==> src/rtl/comp_seq_ctrl.sv <==
// Magnitude comparator that steps one 4-bit slice over the operands, MS nibble first,
// with an early exit on the first unequal nibble and an IEEE-754 sign-magnitude mode.
module comp_seq_ctrl #(
   parameter int DATA_WIDTH = 32
) (
   input  logic                  i_clk,
   input  logic                  i_rst,
   input  logic                  i_valid,
   output logic                  o_ready,
   input  logic                  i_mode,
   input  logic [DATA_WIDTH-1:0] i_data_a,
   input  logic [DATA_WIDTH-1:0] i_data_b,
   output logic                  o_valid,
   input  logic                  i_ready,
   output logic                  o_less,
   output logic                  o_equal,
   output logic                  o_greater,
   output logic                  o_busy
);

   localparam int NIB = DATA_WIDTH / 4;
   localparam int IW  = (NIB > 1) ? $clog2(NIB) : 1;

   typedef enum logic [1:0] {S_IDLE, S_RUN, S_DONE} state_t;

   state_t                state_q, state_d;
   logic [IW-1:0]         idx_q, idx_d;
   logic [DATA_WIDTH-1:0] mag_a_q, mag_a_d;
   logic [DATA_WIDTH-1:0] mag_b_q, mag_b_d;
   logic                  sign_a_q, sign_a_d;
   logic                  sign_b_q, sign_b_d;
   logic                  fp_q, fp_d;
   logic                  less_q, less_d;
   logic                  equal_q, equal_d;
   logic                  greater_q, greater_d;
   logic                  valid_q, valid_d;

   logic [DATA_WIDTH-1:0] in_mag_a, in_mag_b;
   logic                  zero_a, zero_b;
   logic [3:0]            nib_a [NIB];
   logic [3:0]            nib_b [NIB];
   logic [3:0]            slice_a, slice_b;
   logic                  less_k, equal_k, swap;

   // FP mode strips the sign so the stepped compare only ever sees magnitudes.
   always_comb begin
      in_mag_a = i_data_a;
      in_mag_b = i_data_b;
      if (i_mode) begin
         in_mag_a[DATA_WIDTH-1] = 1'b0;
         in_mag_b[DATA_WIDTH-1] = 1'b0;
      end
   end

   assign zero_a = ~|in_mag_a;
   assign zero_b = ~|in_mag_b;

   for (genvar gi = 0; gi < NIB; gi++) begin : g_nib
      assign nib_a[gi] = mag_a_q[gi*4 +: 4];
      assign nib_b[gi] = mag_b_q[gi*4 +: 4];
   end

   // The one shared slice: a nibble mux feeding a single 4-bit compare.
   assign slice_a = nib_a[idx_q];
   assign slice_b = nib_b[idx_q];
   assign less_k  = slice_a < slice_b;
   assign equal_k = slice_a == slice_b;
   assign swap    = fp_q & sign_a_q & sign_b_q;

   always_comb begin
      state_d   = state_q;
      idx_d     = idx_q;
      mag_a_d   = mag_a_q;
      mag_b_d   = mag_b_q;
      sign_a_d  = sign_a_q;
      sign_b_d  = sign_b_q;
      fp_d      = fp_q;
      less_d    = less_q;
      equal_d   = equal_q;
      greater_d = greater_q;
      valid_d   = 1'b0;

      unique case (state_q)
         S_IDLE: begin
            if (i_valid) begin
               mag_a_d  = in_mag_a;
               mag_b_d  = in_mag_b;
               sign_a_d = i_mode & i_data_a[DATA_WIDTH-1];
               sign_b_d = i_mode & i_data_b[DATA_WIDTH-1];
               fp_d     = i_mode;
               idx_d    = IW'(NIB - 1);
               if (i_mode && zero_a && zero_b) begin
                  less_d    = 1'b0;
                  equal_d   = 1'b1;
                  greater_d = 1'b0;
                  valid_d   = 1'b1;
                  state_d   = S_DONE;
               end else if (i_mode && (i_data_a[DATA_WIDTH-1] != i_data_b[DATA_WIDTH-1])) begin
                  less_d    = i_data_a[DATA_WIDTH-1];
                  equal_d   = 1'b0;
                  greater_d = ~i_data_a[DATA_WIDTH-1];
                  valid_d   = 1'b1;
                  state_d   = S_DONE;
               end else begin
                  state_d = S_RUN;
               end
            end
         end
         S_RUN: begin
            if (!equal_k) begin
               less_d    = less_k ^ swap;
               equal_d   = 1'b0;
               greater_d = ~less_k ^ swap;
               valid_d   = 1'b1;
               state_d   = S_DONE;
            end else if (idx_q == '0) begin
               less_d    = 1'b0;
               equal_d   = 1'b1;
               greater_d = 1'b0;
               valid_d   = 1'b1;
               state_d   = S_DONE;
            end else begin
               idx_d = idx_q - IW'(1);
            end
         end
         S_DONE: begin
            valid_d = ~i_ready;
            if (i_ready) state_d = S_IDLE;
         end
         default: state_d = S_IDLE;
      endcase
   end

   always_ff @(posedge i_clk) begin
      if (i_rst) begin
         state_q   <= S_IDLE;
         idx_q     <= '0;
         mag_a_q   <= '0;
         mag_b_q   <= '0;
         sign_a_q  <= 1'b0;
         sign_b_q  <= 1'b0;
         fp_q      <= 1'b0;
         less_q    <= 1'b0;
         equal_q   <= 1'b0;
         greater_q <= 1'b0;
         valid_q   <= 1'b0;
      end else begin
         state_q   <= state_d;
         idx_q     <= idx_d;
         mag_a_q   <= mag_a_d;
         mag_b_q   <= mag_b_d;
         sign_a_q  <= sign_a_d;
         sign_b_q  <= sign_b_d;
         fp_q      <= fp_d;
         less_q    <= less_d;
         equal_q   <= equal_d;
         greater_q <= greater_d;
         valid_q   <= valid_d;
      end
   end

   assign o_ready   = (state_q == S_IDLE);
   assign o_busy    = (state_q != S_IDLE);
   assign o_valid   = valid_q;
   assign o_less    = less_q;
   assign o_equal   = equal_q;
   assign o_greater = greater_q;

endmodule

==> config.mk <==
export PLATFORM = sky130hd
export DESIGN_NAME = comp_seq_ctrl
export DESIGN_NICKNAME = d
export VERILOG_FILES = /design/src/rtl/comp_seq_ctrl.sv
export SDC_FILE = /design/constraint.sdc
export NUM_CORES = 1
export LEC_CHECK = 0
export BUFFER_PORTS_ARGS = -buffer_cell sky130_fd_sc_hd__clkbuf_2
export CORE_ASPECT_RATIO = 0.75
export CORE_MARGIN = 1
export CORE_UTILIZATION = 50
export CTS_CLUSTER_DIAMETER = 120
export DETAILED_ROUTE_END_ITERATION = 10
export PLACE_DENSITY_LB_ADDON = 0.15
export REMOVE_ABC_BUFFERS = 1
export SLEW_MARGIN = 20
export SYNTH_ARGS = -nofsm -noshare
export SYNTH_HDL_FRONTEND = slang
export SYNTH_SLANG_ARGS = --single-unit
==> constraint.sdc <==
create_clock -name i_clk -period 3.3 [get_ports i_clk]
set_input_delay 0.66 -clock i_clk [delete_from_list [all_inputs] [get_ports i_clk]]
set_output_delay 0.66 -clock i_clk [all_outputs]
set_load 0.01 [all_outputs]
==> summary.txt, run 1 <==
Worst setup path
  • Worst R2R Setup Slack: 250 ps
  • Worst R2R Start: idx_q[0]
  • Crit Path Max Fanout: 16
  • Max incr delay on CP: 540 ps
  • R2r worst-path depth: 8
  • RR Endpoint: o_greater
  • Setup crit start kind: flop
  • Worst Path Required: 3540 ps
  • CP delay by family, top: simple AND/OR/NAND/NOR gates
  • WP depth: 8
  • Worst setup EP type: flop
  • Critical Path Start: idx_q[0]
  • Critical Path End: o_greater
  • WP data arrival: 3290 ps
  • Bufs and invs on worst path: 1
  • Critical setup path kind: reg -> reg
  • CP Cell Sequence: buf_4, mux4_2, mux2_2, ha_1, nand4_1, and2_1, or3b_2, a311oi_1
  • Slowest-stage cell, CP: mux4_2

Drt
  • Drt total wl: 8.69 mm
  • Via-to-Cell Ratio: 5.56
  • DRT iter0 DRCs: 144
  • Drt pass-1 iters: 4
  • Vias: 3129
  • Routed Antenna Nets: 0
  • Drt wl/cell: 15.4 microns
  • DRC: 0

Synth
  • Post-Synth XOR/XNOR Area: 0.497%
  • Ys async rst share: 0%
  • Post-synth top cells: nand2_1, dfxtp_1, a21oi_1
  • Post-Synth Adder-Cell Area: 2.13%
  • Post-Synth Simple-Gate Area: 23.6%
  • Compound-cell area share of the yosys netlist: 13.4%
  • Most used flip-flop cell after synthesis: dfxtp_1
  • Mapped Avg Cell Area: 8.58 sq um
  • Post-Syn Area: 3520 sq um
  • Yosys top cell by area: dfxtp_1
  • Combinational family with the most area after synthesis: simple AND/OR/NAND/NOR gates
  • Flops & latches, synth: 76
  • Netlist cell types: 38
  • Area contributors post-synth: dfxtp_1, nand2_1, a21oi_1
  • Register area share after synthesis: 43.2%
  • Syn. warnings: 0
  • Yosys top cell area share: 43.2%
  • Multiplexer area fraction after synthesis: 13.2%
  • EDFF count, synth: 0
  • Synth Instances: 411
  • Most common cell in the netlist: nand2_1

Power
  • Switching share of total power: 29.9%
  • Seq pwr share: 46.7%
  • Internal cell power: 1.60 mW
  • Clock network fraction of design power: 31.6%
  • Sw Pwr: 0.683 mW
  • Power Density: 549 nW/um^2
  • Gate power share: 21.8%
  • Worst vdd ir: 0.000208 V
  • Leak: 1.66 nW

Die
  • Die Y: 74.7 microns
  • Rows: 26
  • Starting Density: 51.8%
  • Core Area: 6800 sq um
  • IO Pins: 75
  • Die outline area: 7390 sq um
  • Die Span X: 99.0 microns

Global routing
  • Grt total ovfl: 0
  • Pin count of the biggest net entering global routing: 40
  • Initial antenna violation count: 0
  • Vias in the first global route: 2781
  • First-pass GRT wire length: 14.0 mm
  • Total track usage: 25.1%

Cells and area
  • Layout cell share with drive strength beyond 1: 27.1%
  • Area delta synth->final: 17.9%
  • Total Nets Final: 549
  • Antenna diode count: 0
  • Final instance count without filler cells: 563

Placed design
  • # port buffers: 74
  • Inst Count DP: 547
  • RD Place Congestion: 0.774
  • HPWL Detailed: 6.53 mm

STA
  • Tcrit/Tclk final: 92.3%
  • Max Clock Freq: 0.328 GHz
  • Fin. Hold Viols: 0
  • Post-route clock skew: 11.6 ps
  • Unrepaired setup endpoints after global routing: false
  • Fin. max-slew vios: 0
  • Min Tclk post-route: 3050 ps
  • Finish-stage setup viols: 0
  • Slew margin rel.: 42.7%
  • Setup_tns: 0 ps
  • Worst-Margin Slew: 860 ps

Run
  • Max-cap check violation count: 0

CTS
  • Worst-Skew Late Latency: 350 ps
  • Setup bufs post-CTS: 0
  • CTS tree: yes
  • CTS resizes: 0
  • Reg clk slew, reported paths: 70 ps
  • # H-tree levels: 3
  • Root Buffer: clkbuf_8
  • CTS Buffer Depth: 2
  • Num CTS Buffers: 9
  • Clock Sink Count: 76
  • Hold buffers post-CTS: 0

Hold path
  • HP Class: reg -> reg

Status
  • Status: finished clean
-- logic make-up (layout without fill, tap and decap cells) --
family / after synthesis / after routing
and+or+nand+nor: 179 / 179
AOI/OAI and AO/OA: 88 / 88
DFF: 76 / 76
buffers and inverters: 34 / 102
muxes: 26 / 26
adders and majority gates: 6 / 6
xor gates and xnor gates: 2 / 2
-- routing by layer --
layer  wire length (microns)  GRT usage [%]  share of wire (%)  vias up
li1                        -              -                  -     1565
met1                    4140           34.8                 48     1469
met2                    3980           40.0                 46       85
met3                     454           5.01                5.2       10
met4                     107           8.46                1.2        0
met5                       0              0                  0        -
-- per-stage QoR --
step	power, mW	hold WS (ps)	worst slack, ps	cell area [sq um]	util (%)
after floorplan	1.39	423	149	3400	-
after global placement	1.57	441	380	3950	58.1
after detailed placement	1.58	447	288	3950	58.1
after CTS	2.30	457	254	4160	61.1
after global routing	2.40	472	48.5	4160	61.1
final	2.28	456	253	4160	61.1
-- layout make-up --
class	instances	area, sq um
Fill cell	628	2640
Multi-Input combinational cell	301	1870
Sequential cell	76	1520
Timing Repair Buffer	81	435
Clock buffer	10	138
Tap cell	84	105
Clock inverter	6	70.1
Inverter	5	18.8
-- how the worst min path moves through the flow --
stage | end | cells past startpoint | start | slack [ps]
2_1_floorplan | mag_a_q[31] | 2 | mag_a_q[31] | 420
3_3_place_gp | mag_b_q[17] | 2 | mag_b_q[17] | 440
3_5_place_dp | mag_a_q[13] | 2 | mag_a_q[13] | 450
4_1_cts | mag_a_q[13] | 2 | mag_a_q[13] | 460
5_1_grt | mag_a_q[13] | 2 | mag_a_q[13] | 470
6_report | mag_a_q[13] | 2 | mag_a_q[13] | 460
-- cell usage in the layout (no fill, tap or decap), types with 2 or more instances in the layout --
cell type and n:
nand3_1 3, ha_1 6, nand3b_1 3, inv_1 5, inv_6 2, o21ai_0 2, nor3_1 2, nand2b_1 2
a21oi_1 74, dfxtp_1 76, clkbuf_2 74, nor2_1 4, buf_4 6, clkbuf_8 10, nor2b_1 3, clkinv_4 2
xor2_1 2, mux2_2 4, nor4_2 4, a211oi_1 6, mux4_2 16, nand2_1 131, a311oi_1 2, mux2i_1 6
nand4_1 5, nor4_1 11
-- flip-flops by register name, summed over array words and instances, names as in the netlist, 2 cells and up --
signal and count:
mag_a_q 32, idx_q 3, mag_b_q 32, state_q 2
-- tightest hold or removal path, cell delays in order (launching register included) --
cell	delay, ps
dfxtp_1	310
nand2_1	50
a21oi_1	50
-- power by group through the flow --
stage | sequential, mW | combinational (mW) | clock (mW)
floorplan | 1.08 | 0.313 | 0
finish | 1.06 | 0.496 | 0.721
detailed placement | 1.09 | 0.496 | 0
global placement | 1.08 | 0.485 | 0
CTS | 1.06 | 0.498 | 0.737
global route | 1.07 | 0.554 | 0.768
Power figures use the tool's default switching activity.
==> inputs of run 2 (changes only) <==
- ABC_AREA: not set -> 1
==> summary.txt, run 2 <==
STA
  • Slew margin rel.: 32.2% (was 42.7%)
  • Tcrit/Tclk final: 80.3% (was 92.3%)
  • Finish-stage setup viols: 0 (unchanged)
  • Fin. Hold Viols: 0 (unchanged)
  • Min Tclk post-route: 2650 ps (was 3050 ps)
  • Worst-Margin Slew: 1020 ps (was 860 ps)
  • Max Clock Freq: 0.377 GHz (was 0.328 GHz)
  • Unrepaired setup endpoints after global routing: false (unchanged)
  • Setup_tns: 0 ps (unchanged)
  • Post-route clock skew: 6.79 ps (was 11.6 ps)
  • Fin. max-slew vios: 0 (unchanged)

Worst setup path
  • CP most frequent cell: nand2_1
  • Worst R2R Setup Slack: 650 ps (was 250 ps)
  • RR Endpoint: o_equal (was o_greater)
  • Critical Path End: o_equal (was o_greater)
  • Worst Path Required: 3550 ps (was 3540 ps)
  • Worst R2R Start: idx_q[0] (unchanged)
  • Worst setup EP type: flop (unchanged)
  • Crit Path Max Fanout: 18 (was 16)
  • Slowest-stage cell, CP: ha_1 (was mux4_2)
  • R2r worst-path depth: 16 (was 8)
  • Max incr delay on CP: 350 ps (was 540 ps)
  • Critical setup path kind: reg -> reg (unchanged)
  • WP data arrival: 2900 ps (was 3290 ps)
  • Critical Path Start: idx_q[0] (unchanged)
  • CP Cell Sequence: buf_4, inv_1, buf_4, o21ai_0, o221ai_1, o21ai_0, ha_1, nand2_1, nor2_1, nand4_1, o21ai_2, nor2_2, nand2_4, nand2_1, nand2_1, nor2_1 (was buf_4, mux4_2, mux2_2, ha_1, nand4_1, and2_1, or3b_2, a311oi_1)
  • Setup crit start kind: flop (unchanged)

Power
  • Power Density: 687 nW/um^2 (was 549 nW/um^2)
  • Leak: 1.95 nW (was 1.66 nW)
  • Worst vdd ir: 0.000272 V (was 0.000208 V)

Synth
  • EDFF count, synth: 0 (unchanged)
  • Most used flip-flop cell after synthesis: dfxtp_1 (unchanged)
  • Post-Synth Adder-Cell Area: 2.05% (was 2.13%)
  • Post-synth top cells: nor2_1, dfxtp_1, o21ai_0 (was nand2_1, dfxtp_1, a21oi_1)
  • Flops & latches, synth: 76 (unchanged)
  • Most common cell in the netlist: nor2_1 (was nand2_1)
  • Multiplexer area fraction after synthesis: 0% (was 13.2%)
  • Post-Synth XOR/XNOR Area: 0.479% (was 0.497%)
  • Yosys top cell by area: dfxtp_1 (unchanged)
  • Register area share after synthesis: 41.6% (was 43.2%)
  • Compound-cell area share of the yosys netlist: 20.5% (was 13.4%)
  • Post-Syn Area: 3660 sq um (was 3520 sq um)
  • Area contributors post-synth: dfxtp_1, nor2_1, o21ai_0 (was dfxtp_1, nand2_1, a21oi_1)
  • Mapped Avg Cell Area: 6.71 sq um (was 8.58 sq um)
  • Ys async rst share: 0% (unchanged)
  • Netlist cell types: 26 (was 38)
  • Synth Instances: 545 (was 411)
  • Yosys top cell area share: 41.6% (was 43.2%)
  • Syn. warnings: 0 (unchanged)
  • Combinational family with the most area after synthesis: simple AND/OR/NAND/NOR gates (unchanged)
  • Post-Synth Simple-Gate Area: 28.6% (was 23.6%)

Global routing
  • Grt total ovfl: 0 (unchanged)
  • Vias in the first global route: 3450 (was 2781)
  • First-pass GRT wire length: 16.4 mm (was 14.0 mm)
  • Pin count of the biggest net entering global routing: 77 (was 40)
  • Initial antenna violation count: 0 (unchanged)
  • Total track usage: 27.3% (was 25.1%)

Die
  • Starting Density: 52.8% (was 51.8%)
  • Die Y: 76.1 microns (was 74.7 microns)
  • IO Pins: 75 (unchanged)
  • Core Area: 6930 sq um (was 6800 sq um)
  • Die Span X: 101 microns (was 99.0 microns)
  • Rows: 26 (unchanged)
  • Die outline area: 7660 sq um (was 7390 sq um)

CTS
  • Root Buffer: clkbuf_8 (unchanged)
  • Clock Sink Count: 76 (unchanged)
  • CTS tree: yes (unchanged)
  • # H-tree levels: 3 (unchanged)
  • CTS resizes: 0 (unchanged)
  • Hold buffers post-CTS: 0 (unchanged)
  • Reg clk slew, reported paths: 70 ps (about the same)
  • Setup bufs post-CTS: 0 (unchanged)
  • CTS Buffer Depth: 2 (unchanged)
  • Worst-Skew Late Latency: 350 ps (about the same)
  • Num CTS Buffers: 9 (unchanged)

Drt
  • DRC: 0 (unchanged)
  • Drt wl/cell: 13.6 microns (was 15.4 microns)
  • Drt total wl: 9.59 mm (was 8.69 mm)
  • DRT iter0 DRCs: 198 (was 144)
  • Routed Antenna Nets: 0 (unchanged)
  • Via-to-Cell Ratio: 5.27 (was 5.56)
  • Drt pass-1 iters: 7 (was 4)
  • Vias: 3718 (was 3129)

Placed design
  • # port buffers: 74 (unchanged)
  • Placed inst area: 4030 sq um (was 3950 sq um)
  • HPWL Detailed: 6.61 mm (was 6.53 mm)
  • RD Place Congestion: 0.899 (was 0.774)

Cells and area
  • Fill cells: 681 (was 628)
  • Antenna diode count: 0 (unchanged)
  • Most frequent cells in the layout: nor2_1, dfxtp_1, o21ai_0, clkbuf_2, nand2_1 (was nand2_1, dfxtp_1, a21oi_1, clkbuf_2, mux4_2)
  • Commonest non-fill, non-tap cell in the layout: nor2_1 (was nand2_1)
  • Finished Cell Area: 4280 sq um (was 4160 sq um)
  • Area of the multi-input gates: 1890 sq um (was 1870 sq um)
  • Layout cell share with drive strength beyond 1: 17.9% (was 27.1%)
  • Area delta synth->final: 17.1% (was 17.9%)
  • Largest regs: mag_a_q x32, mag_b_q x32, idx_q x3 (unchanged)
  • Storage cell area: 1520 sq um (unchanged)
  • Total Nets Final: 678 (was 549)

Run
  • Max-cap check violation count: 0 (unchanged)

Status
  • Status: finished clean (unchanged)

Hold path
  • HP Class: reg -> reg (unchanged)
[run 2: changes by cell type after synthesis, sizes merged, moves of 7 or more]
cell / before / now
o21ai: 3 / 106
nand2: 132 / 46
nor4: 16 / 0
buf: 9 / 16
nor2: 5 / 207
inv: 5 / 22
a21oi: 74 / 17
o22ai: 0 / 8
mux4: 16 / 0
[run 2: logic make-up after synthesis]
group,after synthesis
xor gates and xnor gates,2
buffers and inverters,55
adders and majority gates,6
AOI/OAI and AO/OA,142
and+or+nand+nor,264
DFF,76
[run 2: area by class of cell]
type	count	area share, %
inverter	22	1.93
timing repair buffer	80	9.70
multi-input combinational	414	44.1
sequential	76	35.5
tap	98	2.86
clock inverter	4	2.22
clock buffer	12	3.62
[run 2: metrics by stage]
| stage | hold WS [ps] | setup WS (ps) | cells | total power, mW | utilization (%) |
|---|---|---|---|---|---|
| 3_3_place_gp | 451 | 818 | 690 | 2.04 | 58.2 |
| 4_1_cts | 469 | 689 | 706 | 2.95 | 61.8 |
| 2_1_floorplan | 435 | 403 | 512 | 1.77 | - |
| 6_report | 467 | 650 | 706 | 2.94 | 61.8 |
| 3_5_place_dp | 457 | 723 | 690 | 2.07 | 58.2 |
| 5_1_grt | 510 | 323 | 706 | 3.15 | 61.8 |
[run 2: worst min path at each step]
stage,from,cells past startpoint,end
floorplan,fp_q,2,fp_q
global placement,fp_q,2,fp_q
detailed placement,sign_a_q,2,sign_a_q
CTS,sign_a_q,2,sign_a_q
global route,sign_a_q,2,sign_a_q
finish,sign_a_q,2,sign_a_q
[run 2: critical path, delay by kind of cell (launching register included)]
kind	cells	cell delay, ps
compound gates	4	540
fa+ha+maj	1	350
buf+inv	3	520
flops	1	320
simple gates	8	800
[run 2: report_power, final]
part,switching [mW],leakage (nW),internal [mW]
Clock,0.332,0.127,0.543
Combinational,0.564,1.19,0.316
Sequential,0.105,0.630,1.08
[run 2: per-layer routing]
layer / wire length [microns] / share of wire (%) / global-route usage [%] / vias up
met5: 0 / 0 / 0 / -
li1: - / - / - / 1901
met4: 147 / 1.5 / 8.84 / 0
met2: 4090 / 43 / 41.2 / 135
met1: 4590 / 48 / 37.5 / 1667
met3: 763 / 8.0 / 7.98 / 15
==> inputs of run 3 (changes only) <==
- CORE_UTILIZATION: 50 -> 49
- clock period: 3.3 -> 2.2 ns (I/O delays scaled with it)
==> summary.txt, run 3 (same netlist as run 2, synthesis figures left out) <==
Drt
  • Routed Antenna Nets: 0 (unchanged)
  • Via-to-Cell Ratio: 5.31 (was 5.27)
  • DRC: 0 (unchanged)
  • DRT iter0 DRCs: 226 (was 198)
  • Drt pass-1 iters: 5 (was 7)
  • Highest Signal Layer: met4 (unchanged)
  • Routed length on met2: 4.49 mm (was 4.09 mm)
  • Drt total wl: 10.3 mm (was 9.59 mm)
  • Vias: 3853 (was 3718)
  • DR WL met3: 690 microns (was 763 microns)
  • Drt wl/cell: 14.2 microns (was 13.6 microns)
  • Wl on met1: 4.93 mm (was 4.59 mm)

STA
  • Fin. max-slew vios: 0 (unchanged)
  • Hold slack final: 310 ps (was 467 ps)
  • Min Tclk post-route: 2320 ps (was 2650 ps)
  • Fin. Hold Viols: 0 (unchanged)
  • Post-route clock skew: 6.19 ps (was 6.79 ps)
  • Tcrit/Tclk final: 105% (was 80.3%)
  • Worst-Margin Slew: 477 ps (was 1020 ps)
  • Max Clock Freq: 0.431 GHz (was 0.377 GHz)
  • Unrepaired setup endpoints after global routing: true (was false)
  • Fin worst setup slack: -120 ps (was 650 ps)
  • Slew margin rel.: 68.2% (was 32.2%)
  • Finish-stage setup viols: 8 (was 0)

Cells and area
  • Most frequent cells in the layout: nor2_1, dfxtp_1, clkbuf_2 (was nor2_1, dfxtp_1, o21ai_0, clkbuf_2, nand2_1)
  • Area of the multi-input gates: 1920 sq um (was 1890 sq um)
  • Fill cells: 659 (was 681)
  • Layout cell share with drive strength beyond 1: 22.6% (was 17.9%)
  • Largest regs: mag_a_q x32, mag_b_q x32, idx_q x3 (unchanged)
  • Final instance count without filler cells: 726 (was 706)
  • Storage cell area: 1530 sq um (was 1520 sq um)
  • Commonest non-fill, non-tap cell in the layout: nor2_1 (unchanged)
  • Antenna diode count: 0 (unchanged)
  • Total Nets Final: 698 (was 678)
  • Area delta synth->final: 24.2% (was 17.1%)

Worst setup path
  • Critical setup path kind: reg -> reg (unchanged)
  • WP depth: 16 (unchanged)
  • Worst R2R Start: idx_q[0] (unchanged)
  • Bufs and invs on worst path: 2 (was 3)
  • Worst setup EP type: flop (unchanged)
  • Slowest-stage cell, CP: dfxtp_4 (was ha_1)
  • Worst Path Required: 2500 ps (was 3550 ps)
  • CP most frequent cell: nor2_1 (was nand2_1)
  • CP delay by family, top: simple AND/OR/NAND/NOR gates (unchanged)
  • Setup crit start kind: flop (unchanged)
  • Max incr delay on CP: 390 ps (was 350 ps)
  • Crit Path Max Fanout: 8 (was 18)
  • Critical Path Start: idx_q[0] (unchanged)
  • WP data arrival: 2620 ps (was 2900 ps)
  • R2r worst-path depth: 16 (unchanged)
  • CP Cell Sequence: inv_4, buf_6, nor2_1, o22ai_1, nor2_1, a31oi_1, ha_1, nand2_2, nor2_4, nand4_1, o21ai_2, nor2_2, nand2_4, nand2_2, nand2_1, nor2_1 (was buf_4, inv_1, buf_4, o21ai_0, o221ai_1, o21ai_0, ha_1, nand2_1, nor2_1, nand4_1, o21ai_2, nor2_2, nand2_4, nand2_1, nand2_1, nor2_1)

Global routing
  • Vias in the first global route: 3478 (was 3450)
  • First-pass GRT wire length: 16.4 mm (about the same)
  • Grt total ovfl: 0 (unchanged)
  • Total track usage: 27.4% (was 27.3%)
  • Pin count of the biggest net entering global routing: 69 (was 77)
  • Initial antenna violation count: 0 (unchanged)

CTS
  • Reg clk slew, reported paths: 80 ps (was 70 ps)
  • Hold buffers post-CTS: 0 (unchanged)
  • # H-tree levels: 3 (unchanged)
  • Root Buffer: clkbuf_8 (unchanged)
  • Num CTS Buffers: 9 (unchanged)
  • CTS Buffer Depth: 2 (unchanged)
  • Clock Sink Count: 76 (unchanged)
  • CTS tree: yes (unchanged)
  • Worst-Skew Late Latency: 360 ps (was 350 ps)

Die
  • Rows: 26 (unchanged)
  • Die Span X: 102 microns (was 101 microns)
  • Die Y: 76.8 microns (was 76.1 microns)
  • Die outline area: 7810 sq um (was 7660 sq um)
  • IO Pins: 75 (unchanged)
  • Starting Density: 52.0% (was 52.8%)
  • Core Area: 7030 sq um (was 6930 sq um)

Placed design
  • HPWL Detailed: 6.90 mm (was 6.61 mm)
  • # port buffers: 74 (unchanged)
  • RD Place Congestion: 0.881 (was 0.899)
  • Inst Count DP: 701 (was 690)

Status
  • Failing checks: setup timing
  • Status: finished, violations left (was finished clean)

Hold path
  • HP Class: in -> reg (was reg -> reg)
  • Hold_sp: i_data_b[4] (was sign_a_q)
  • Hold Path Depth: 3 (was 2)

Power
  • Power Density: 1020 nW/um^2 (was 687 nW/um^2)
  • Leak: 2.06 nW (was 1.95 nW)
  • Worst vdd ir: 0.000570 V (was 0.000272 V)
  • Total power: 4.61 mW (was 2.94 mW)

Run
  • Max-cap check violation count: 0 (unchanged)
-- run 3: cell count changes in the layout (fill, tap and decap cells not counted), sizes merged --
cell,previous run,this run
buf,6,25
clkinvlp,0,2
bufinv,3,2
clkbuf,86,85
clkinv,1,2
-- run 3: layer usage --
layer  up-vias  global-route usage [%]
li1       1932                       -
met1      1761                    38.7
met2       142                    40.6
met3        18                    7.02
met4         0                    8.26
met5         -                       0
-- run 3: worst paths after layout --
kind	endpoint	slack [ps]
max	o_equal	-120
min	mag_b_q[4]	310
max reg2reg	o_equal	-120
min reg2reg	fp_q	470
-- run 3: area by class of cell --
| cell class | instances | area share, % |
|---|---|---|
| Multi-Input combinational cell | 414 | 42.3 |
| Sequential cell | 76 | 33.6 |
| Timing Repair Buffer | 100 | 14.7 |
| Clock buffer | 10 | 2.81 |
| Tap cell | 98 | 2.70 |
| Clock inverter | 6 | 1.96 |
| Inverter | 22 | 1.87 |
-- run 3: worst min-delay path: cells and delay by family --
kind / cells / cell delay (ps)
buffers and inverters: 1 / 90
AND/OR/NAND/NOR: 2 / 120
-- run 3: power by group --
group          leakage [nW]  internal [mW]  switching [mW]
sequential            0.630           1.63           0.166
clock                 0.102          0.639           0.536
combinational          1.33          0.677           0.966
total                  2.06           2.94            1.67
-- run 3: stage by stage --
stage | area, sq um | setup WS (ps) | TNS, ps | util (%)
6_report | 4540 | -120 | -503 | 64.6
5_1_grt | 4540 | -228 | -1610 | 64.6
4_1_cts | 4450 | -21.4 | -62.7 | 63.4
3_5_place_dp | 4140 | -116 | -691 | 58.9
3_3_place_gp | 4140 | -9.68 | -29.4 | 58.9
2_1_floorplan | 3490 | -697 | -12170 | -
-- run 3: timing repair --
| action | 4_1_cts | 5_1_grt |
|---|---|---|
| gates cloned | 3 | 2 |
| setup endpoints to repair | 9 | 9 |
| resized for setup | 21 | 15 |
| setup buffers | 1 | 3 |
| pin swaps | 7 | 16 |
